**src/rtl/decode_sequencer.sv**
```systemverilog
// ============================================================================
// Module   : decode_sequencer
// Brief    : Two-entry decode buffer that tags each static instruction with a
//            monotonically increasing dynamic id, carries its fault verdict
//            downstream, and optionally halts intake after a faulting push.
// Config   : DECSEQ_HALT_ON_FAULT_EN - when defined, a faulting push moves the
//            sequencer to HALT until the next flush.
// di_o     : packed as {valid, fault, id[ID_W-1:0], si[SI_W-1:0]}.
// Revision : 1.0 - initial release
// ============================================================================
`default_nettype none

module decode_sequencer #(
    parameter int SI_W = 32,
    parameter int ID_W = 20
) (
    input  logic                  clk,
    input  logic                  rstn,
    input  logic [SI_W-1:0]       si_i,
    input  logic                  si_valid_i,
    output logic                  si_ready_o,
    input  logic                  fault_i,
    output logic [SI_W+ID_W+1:0]  di_o,
    output logic                  di_valid_o,
    input  logic                  di_ready_i,
    input  logic                  flush_i,
    output logic                  halted_o,
    output logic                  busy_o
);

    // One stored entry: {fault, id, si}
    localparam int          c_ENT_W  = SI_W + ID_W + 1;
    localparam logic [ID_W-1:0] c_ID_ONE = {{(ID_W-1){1'b0}}, 1'b1};

    logic [c_ENT_W-1:0] r_mem [2];
    logic               r_head;
    logic [1:0]         r_count;
    logic [ID_W-1:0]    r_id;

    logic               w_push;
    logic               w_pop;
    logic               w_tail;
    logic               w_run;

`ifdef DECSEQ_HALT_ON_FAULT_EN
    typedef enum logic [0:0] {
        ST_RUN  = 1'b0,
        ST_HALT = 1'b1
    } state_t;

    state_t r_state;

    assign w_run    = (r_state == ST_RUN);
    assign halted_o = (r_state == ST_HALT);

    // Run/halt control: a faulting push stops intake, only a flush resumes it
    always_ff @(posedge clk) begin
        if (!rstn) begin
            r_state <= ST_RUN;
        end else if (flush_i) begin
            r_state <= ST_RUN;
        end else if (w_push && fault_i) begin
            r_state <= ST_HALT;
        end
    end
`else
    assign w_run    = 1'b1;
    assign halted_o = 1'b0;
`endif

    // Ready is deliberately independent of di_ready_i so a full buffer never
    // creates a combinational path from downstream back to fetch.
    assign si_ready_o = (r_count < 2'd2) && w_run && !flush_i;
    assign di_valid_o = (r_count != 2'd0);
    assign busy_o     = (r_count != 2'd0);
    assign di_o       = {di_valid_o, r_mem[r_head]};

    assign w_push = si_valid_i && si_ready_o;
    assign w_pop  = di_valid_o && di_ready_i;
    // Tail slot: head when empty, the other slot when one entry is held
    assign w_tail = r_head ^ r_count[0];

    // FIFO storage, pointers and id counter; flush empties but keeps ids
    always_ff @(posedge clk) begin
        if (!rstn) begin
            r_head   <= 1'b0;
            r_count  <= 2'd0;
            r_id     <= '0;
            r_mem[0] <= '0;
            r_mem[1] <= '0;
        end else if (flush_i) begin
            r_head  <= 1'b0;
            r_count <= 2'd0;
        end else begin
            if (w_push) begin
                r_mem[w_tail] <= {fault_i, r_id, si_i};
                r_id          <= r_id + c_ID_ONE;
            end
            if (w_pop) begin
                r_head <= ~r_head;
            end
            case ({w_push, w_pop})
                2'b10:   r_count <= r_count + 2'd1;
                2'b01:   r_count <= r_count - 2'd1;
                default: r_count <= r_count;
            endcase
        end
    end

endmodule

`default_nettype wire

```
**config.mk**
```make
export PLATFORM = sky130hd
export DESIGN_NAME = decode_sequencer
export DESIGN_NICKNAME = d
export VERILOG_FILES = /design/src/rtl/decode_sequencer.sv
export SDC_FILE = /design/constraint.sdc
export NUM_CORES = 1
export LEC_CHECK = 0
export CORE_MARGIN = 1.5
export CORE_UTILIZATION = 48
export CTS_CLUSTER_SIZE = 25
export DETAILED_ROUTE_END_ITERATION = 7
export GPL_ROUTABILITY_DRIVEN = 0
export PLACE_DENSITY = 0.75
export SYNTH_ARGS = -nofsm -noshare
export SYNTH_HDL_FRONTEND = slang
export SYNTH_SLANG_ARGS = --single-unit
```
**constraint.sdc**
```tcl
create_clock -name clk -period 5.83 [get_ports clk]
set_clock_uncertainty 0.2 [all_clocks]
set_input_delay 1.166 -clock clk [delete_from_list [all_inputs] [get_ports clk]]
set_output_delay 1.166 -clock clk [all_outputs]
set_load 0.05 [all_outputs]
```
==> flow_summary.toml, run 1 <==
[run_status]
status = "completed"

[clock_tree]
postCtsSetupRepairBufs = 0
cts.sinks = 130
cts-buffers-inserted = 17
clk_latency_ns = 0.41
cts_resized = 0
cts_tree = "yes"
ctsRootBufferMaster = "clkbuf_16"
clkTransAtPathRegs_ns = 0.06
cts_buffer_depth = 2
cts_htree_levels = 4
cts.hold.buffers_added = 0

[synthesis]
synth-main-ff-cell = "edfxtp_1"
syn_area_sq_um = 5657
syn_inst = 420
synth-seq-area-share = 0.6476
synth_top_area_frac = 0.5627
syn_nets = 460
ys_ff_latch = 130
synth_enable_flop_cells = 106
ys_warn_count = 0
postSynthAreaPerCell_sq_um = 13.47
async_reset_ff_frac = 0
synth_cell_types = 35
yosysTopAreaCell = "edfxtp_1"
synth.most_common_cell = "edfxtp_1"
synth_common_cells = "edfxtp_1 (106), and2_1 (97), mux2_2 (53), dfxtp_1 (24), clkbuf_1 (18)"
synth_area_leaders = "edfxtp_1 (56%), and2_1 (11%), mux2_2 (11%), dfxtp_1 (8.5%), xnor2_1 (1.5%)"

[grt]
grt_pass1_vias = 3422
grt_first_pass_wirelength_um = 16890
overflow = 0
grt_max_degree = 50
grt_usage = 0.1760
antenna_found_initial = 0

[power_and_ir_drop]
ir_drop_mv = 0.2066
power_w = 0.002361
power_density_nw_per_um2 = 322.7
p_leak_nw = 2.650

[detailed_routing]
drc = 0
vias_per_cell = 5.194
first_pass_iters = 5
ant_nets = 0
wirelength_um = 10800
drt_iter0_markers = 194
wl_per_cell_um = 16.15
vias = 3475

[worst_setup_path]
worstSetupPathType = "reg -> out"
crit_path_end_kind = "output pin"
regToRegStartpoint = "r_count[1]"
critPathArrivalTime_ns = 2.85
ff2ff_setup_slack_ns = 3.11
r2r_end = "r_mem[1][5]"
worst-r2r-cell-count = 4
critPathMaxFanout = 34
critPathLaunchType = "flip-flop"
cp.required_ns = 4.46

[timing]
finalSetupViolCount = 0
finalSetupTns_ns = 0
worst_slew_pin_slew_ns = 0.8817
finalCritPeriodShare = 0.7238
slew_headroom = 0.4122
period_minus_slack_ns = 4.220
slew_violations = 0
rsz0062_at_grt = "false"
finalHoldViolCount = 0
fmax_mhz = 237.0

[die]
io_pins = 96
fp-row-count = 39
die_w_um = 111.6
die_area_sq_um = 12440
initial_core_util = 0.4933
design.core.area_sq_um = 11470
die_h_um = 111.6

[layout]
n_antenna_cell = 0
area_delta_synth_final_pct = 29.35
final_cells = 669
nNetsFinal = 553
drive_gt1_frac = 0.1863

[hold_path]
holdPathStages = 2
min-delay-start = "r_id[19]"
min_to = "r_id[19]"
hp-class = "reg -> reg"

[placement]
io_buffers = 94
dp_cells = 637
hpwl_um = 6693

[run]
maxCapViolCount = 0
flip-flops by register name (all words and copies together), names as in the netlist, named ones only:
signal and count:
r_mem 106, r_id 20, r_count 2, r_head 1
cells in the final DEF (no fill, tap or decap), drive strengths merged, types with 3 or more instances in the layout:
master / count
nor3: 12
and2: 99
nand2: 8
inv: 7
a21oi: 12
or4: 3
clkdlybuf4s50: 94
dfxtp: 24
or3: 11
edfxtp: 106
o21ai: 13
buf: 5
xnor2: 10
nand4: 3
bufinv: 3
nor2: 15
mux2: 53
clkbuf: 22
xor2: 3
nand3: 4
clkinv: 5
report_power, final:
part	switching, W	internal (W)
clock	0.000366	0.000681
sequential	0.0000127	0.00105
combinational	0.000160	0.0000953
area by class of cell:
| type | count | area, sq um |
|---|---|---|
| Sequential cell | 130 | 3665 |
| Inverter | 7 | 26.28 |
| Timing Repair Buffer | 99 | 978.4 |
| Multi-Input combinational cell | 258 | 1881 |
| Clock buffer | 22 | 454.2 |
| Fill cell | 858 | 4150 |
| Tap cell | 143 | 178.9 |
| Clock inverter | 10 | 133.9 |
metrics by stage:
step	utilization	hold slack (ns)	cell area, sq um	worst slack [ns]
floorplan	-	0.2573	5657	-0.2812
global placement	0.5868	0.2660	6729	1.860
detailed placement	0.5868	0.2831	6729	1.796
CTS	0.6381	0.2907	7317	1.584
global route	0.6381	0.3198	7317	1.502
finish	0.6381	0.2953	7317	1.610
metal layers:
metal | vias up | part of all wire | GRT usage
li1 | 1679 | - | -
met1 | 1701 | 0.44 | 0.2148
met2 | 83 | 0.50 | 0.3035
met3 | 12 | 0.045 | 0.05335
met4 | 0 | 0.014 | 0.05063
met5 | - | 0 | 0
how the worst max path moves through the flow:
| stage | start | end | slack [ns] | cells past startpoint |
|---|---|---|---|---|
| 6_report | flip-flop | di_o[2] | 1.61 | 3 |
| 5_1_grt | flip-flop | di_o[2] | 1.50 | 3 |
| 4_1_cts | flip-flop | di_o[2] | 1.58 | 3 |
| 3_5_place_dp | flush_i | r_mem[0][8] | 1.80 | 5 |
| 3_3_place_gp | si_valid_i | r_mem[0][8] | 1.86 | 5 |
| 2_1_floorplan | flush_i | r_mem[1][0] | -0.28 | 3 |
cells by family (layout without fill, tap and decap cells):
logic type	count (synthesis)	after routing	share of synthesized area
other	1	1	0.0006629
buffers and inverters	32	138	0.02477
and+or+nand+nor	162	162	0.1716
adders and majority gates	2	2	0.004423
DFF	130	130	0.6476
xor gates and xnor gates	13	13	0.02013
AOI/OAI and AO/OA	26	26	0.02345
muxes	54	54	0.1073
worst max-delay path, stage by stage, from the launching register on:
cell and delay (ns):
dfxtp_2 0.89, buf_4 0.42, mux2_2 0.39, clkdlybuf4s50_1 0.70
(Power assumes the default switching activity.)
==> inputs of run 2 (changes only) <==
- CORE_UTILIZATION: 48 -> 53
- PLACE_DENSITY: 0.75 -> 0.79
- clock period: 5.83 -> 4.1 ns (I/O delays scaled with it)
==> run 2 against run 1 <==
Effect of this change:
- critical path depth unchanged
- via count up 0.32%
- sequential power up 42%
- clock power up 50%
- total power up 46%
- critical path type unchanged
- largest cell class unchanged
==> flow_summary.toml, run 2 (same netlist as run 1, synthesis figures left out) <==
[run_status]
status = "completed"

[power_and_ir_drop]
p_leak_nw = 2.678
p_seq_frac = 0.436
clkPwrFrac = 0.458
p_switching_w = 0.0007817
power_switching_share = 0.2267
ir_drop_mv = 0.2976
combPwrFrac = 0.106
p_int_w = 0.002667
power_density_nw_per_um2 = 467.5

[layout]
nNetsFinal = 555
fillers = 689
drive_gt1_frac = 0.1954
finish.utilization = 0.7145
n_antenna_cell = 0
area.sequential_sq_um = 3665
final_cells = 663
area_delta_synth_final_pct = 30.39
layout_common_cells = "edfxtp_1 (106), and2_1 (97), clkdlybuf4s50_1 (94)"
regMostFlops = "r_mem"
final_common_cell = "edfxtp_1"
reg_top3 = "r_mem (106), r_id (20), r_count (2)"
largest_reg_flops = 106
multi_input_area_sq_um = 1881

[worst_setup_path]
crit_family = "buffers and inverters"
cp.required_ns = 3.08
crit_path_end_kind = "output pin"
worstSetupPathType = "reg -> out"
worst-path-buf-inv = 2
ff2ff_setup_slack_ns = 1.83
critPathLaunchType = "flip-flop"
regToRegStartpoint = "r_count[1]"
crit_chain = "buf_12, mux2_2, clkdlybuf4s50_1"
critPathMaxFanout = 53
worst-r2r-cell-count = 4
critical-path-slowest-cell = "clkdlybuf4s50_1"
r2r_end = "r_id[19]"
critPathArrivalTime_ns = 2.28
critPathMaxStageDelay_ns = 0.71

[die]
fp-row-count = 37
design.core.area_sq_um = 10320
die_h_um = 106.3
die_w_um = 106.3
io_pins = 96
die_area_sq_um = 11300
initial_core_util = 0.5479

[hold_path]
min-delay-start = "r_id[19]"
holdPathStages = 2
hp-class = "reg -> reg"
min_to = "r_id[19]"

[timing]
worst_slew_pin_slew_ns = 0.6692
slew_violations = 0
rsz0062_at_grt = "false"
fmax_mhz = 303.3
period_minus_slack_ns = 3.297
finalCritPeriodShare = 0.8041
finalHoldViolCount = 0
finalSetupViolCount = 0
layout_setup_ws_ns = 0.8030
slew_headroom = 0.5507

[detailed_routing]
ant_nets = 0
drt_iter0_markers = 115
vias_per_cell = 5.258
first_pass_iters = 4
drc = 0
vias = 3486
wirelength_um = 10730
wl_per_cell_um = 16.18

[grt]
grt_max_degree = 54
grt_pass1_vias = 3565
grt_usage = 0.1992
antenna_found_initial = 0
grt_first_pass_wirelength_um = 17080
overflow = 0

[clock_tree]
ctsRootBufferMaster = "clkbuf_8"
postCtsSetupRepairBufs = 0
clkTransAtPathRegs_ns = 0.06
cts_tree = "yes"
cts_htree_levels = 4
clk_latency_ns = 0.51
cts.sinks = 130
cts_resized = 0
cts_buffer_depth = 2
cts.hold.buffers_added = 0
cts-buffers-inserted = 17

[placement]
hpwl_um = 6506
place_ws_ns = 0.8859
io_buffers = 94
dp_cells = 632

[run]
maxCapViolCount = 0
-- run 2: how the worst max path moves through the flow --
stage	cells after the start	startpoint	slack, ns	to
after floorplan	3	flush_i	-0.24	r_mem[0][0]
after global placement	3	flush_i	0.89	si_ready_o
after detailed placement	3	flush_i	0.89	si_ready_o
after CTS	3	flip-flop	0.76	di_o[51]
after global routing	3	flip-flop	0.72	di_o[51]
final	3	flip-flop	0.80	di_o[40]
-- run 2: worst register-to-register path: cells and delay by family (launching register included) --
kind / cells / cell delay, ns
flops: 1 / 0.36
compound gates: 1 / 0.16
simple gates: 3 / 1.47
-- run 2: stage by stage --
stage	TNS, ns	area, sq um	hold slack (ns)	power (W)
6_report	0	7376	0.3054	0.003448
5_1_grt	0	7376	0.3402	0.003544
4_1_cts	0	7376	0.3045	0.003472
3_5_place_dp	0	6748	0.2807	0.001898
3_3_place_gp	0	6748	0.2674	0.001892
2_1_floorplan	-25.31	5657	0.2573	0.001760
-- run 2: power by group through the flow --
stage	clock network [W]	logic (W)	registers (W)
after floorplan	0	0.000231	0.00153
after global placement	0	0.000366	0.00153
after detailed placement	0	0.000368	0.00153
after CTS	0.00160	0.000371	0.00150
after global routing	0.00165	0.000384	0.00151
final	0.00158	0.000367	0.00150
-- run 2: area by class of cell --
class / count / share of cell area
multi-input combinational: 258 / 0.2550
inverter: 7 / 0.003562
tap: 136 / 0.02307
clock inverter: 14 / 0.02901
sequential: 130 / 0.4969
clock buffer: 17 / 0.05615
timing repair buffer: 101 / 0.1364
-- run 2: metal layers --
metal	routed length (um)	share of wire	up-vias	global-route usage
met2	5438	0.51	70	0.3364
li1	-	-	1679	-
met5	0	0	-	0
met3	418	0.039	9	0.04782
met4	107	0.010	0	0.06950
met1	4765	0.44	1728	0.2511
==> inputs of run 3 (changes only) <==
- CORE_UTILIZATION: 53 -> 48
- PLACE_DENSITY: 0.79 -> 0.75
- clock period: 4.1 -> 2.8 ns (I/O delays scaled with it)
==> run 3 against run 2 <==
Effect of this change:
- count of clock-buffer cells in the layout rose by 9
- die area grew 10%
- register-to-register slack worse by 1.2 ns
- utilization decreased by 7.9 points
- hold slack better by 0.0030 ns
- sequential share of layout area grew 0.66 points
- sequential power increased by 47%
- routed wire length rose by 4.3%
- setup slack got worse by 0.68 ns
- combinational power increased by 45%
- design area fell by 1.2%
- critical endpoint is now di_o[38]
- critical path depth stayed put
==> flow_summary.toml, run 3 (same netlist as run 1, synthesis figures left out) <==
[run_status]
status = "completed"

[timing]
worst_slew_pin_slew_ns = 0.6749
slew_headroom = 0.5468
finalSetupViolCount = 0
hold_slack_ns = 0.3083
slew_violations = 0
rsz0062_at_grt = "false"
finalHoldViolCount = 0
layout_setup_ws_ns = 0.1208
finalCritPeriodShare = 0.9569
fmax_mhz = 373.2
period_minus_slack_ns = 2.679

[worst_setup_path]
worstSetupPathType = "reg -> out"
ff2ff_setup_slack_ns = 0.59
critPathArrivalTime_ns = 1.92
crit_path_end_kind = "output pin"
cp.required_ns = 2.04
critPathMaxFanout = 24
critPathLaunchType = "flip-flop"

[power_and_ir_drop]
power_density_nw_per_um2 = 645.1
p_leak_nw = 2.836
power_w = 0.004699
ir_drop_mv = 0.4504

[placement]
hpwl_um = 6899
dpl_cell_area_sq_um = 6744
io_buffers = 94
place_ws_ns = 0.05970

[layout]
nNetsFinal = 562
fillers = 868
drive_gt1_frac = 0.2841
final_common_cell = "edfxtp_1"
reg_top3 = "r_mem (106), r_id (20), r_count (2)"
n_antenna_cell = 0
layout_common_cells = "edfxtp_1 (106), and2_1 (97), buf_4 (55)"
regMostFlops = "r_mem"
stdcell_area_sq_um = 7284
finish.utilization = 0.6352
largest_reg_flops = 106
area_delta_synth_final_pct = 28.78

[grt]
antenna_found_initial = 0
grt_usage = 0.1893
grt_max_degree = 46
overflow = 0
grt_pass1_vias = 3653
grt_first_pass_wirelength_um = 18050

[detailed_routing]
wl_per_cell_um = 16.50
vias_per_cell = 5.136
first_pass_iters = 4
ant_nets = 0
vias = 3482
drt_iter0_markers = 166
wirelength_um = 11190
drc = 0

[hold_path]
hp-class = "reg -> reg"

[clock_tree]
clkTransAtPathRegs_ns = 0.05
cts_tree = "yes"
cts_buffer_depth = 2
ctsRootBufferMaster = "clkbuf_16"
clk_latency_ns = 0.42
cts.sinks = 130
cts_htree_levels = 4
cts-buffers-inserted = 17

[die]
design.core.area_sq_um = 11470
die_w_um = 111.6
fp-row-count = 39
initial_core_util = 0.4933
die_h_um = 111.6
die_area_sq_um = 12440
io_pins = 96

[run]
maxCapViolCount = 0
-- run 3: path summary, 6_finish.rpt --
path / start / end / depth (start not counted)
worst max-delay path: flip-flop / di_o[38] / 3
worst min-delay path: r_id[18] / r_id[18] / 2
worst max register to register: r_id[0] / r_id[18] / 5
worst min register to register: r_id[18] / r_id[18] / 2
-- run 3: what timing repair did --
item	4_1_cts	5_1_grt
cloned	0	0
setup buffers	0	0
setup endpoints to repair	32	5
endpoints found under the hold margin	0	0
gates resized for setup	4	5
hold buffers	0	0
-- run 3: metal layers --
layer,global-route usage,vias to the layer above,part of all wire
li1,-,1696,-
met1,0.2271,1693,0.44
met2,0.3215,79,0.50
met3,0.05226,14,0.042
met4,0.08186,0,0.015
met5,0,-,0
-- run 3: final cells by class --
class | instances | area (sq um) | area share
Inverter | 7 | 26.28 | 0.003607
Timing Repair Buffer | 108 | 1002 | 0.1376
Tap cell | 143 | 178.9 | 0.02456
Clock buffer | 26 | 499.2 | 0.06853
Clock inverter | 6 | 30.03 | 0.004122
Multi-Input combinational cell | 258 | 1881 | 0.2582
Sequential cell | 130 | 3667 | 0.5034
-- run 3: per-stage QoR --
| step | TNS [ns] | cells |
|---|---|---|
| floorplan | -32.17 | 420 |
| global placement | 0 | 646 |
| detailed placement | 0 | 646 |
| CTS | 0 | 678 |
| global route | 0 | 678 |
| finish | 0 | 678 |
-- run 3: critical path: stages, from the launching register on --
cell	delay, ns
dfxtp_4	0.51
buf_4	0.39
mux2_2	0.41
buf_4	0.20
-- run 3: report_power, final --
part,internal (W),switching [W]
Sequential,0.00218,0.0000245
Combinational,0.000194,0.000336
Clock,0.00121,0.000753
Total,0.00359,0.00111
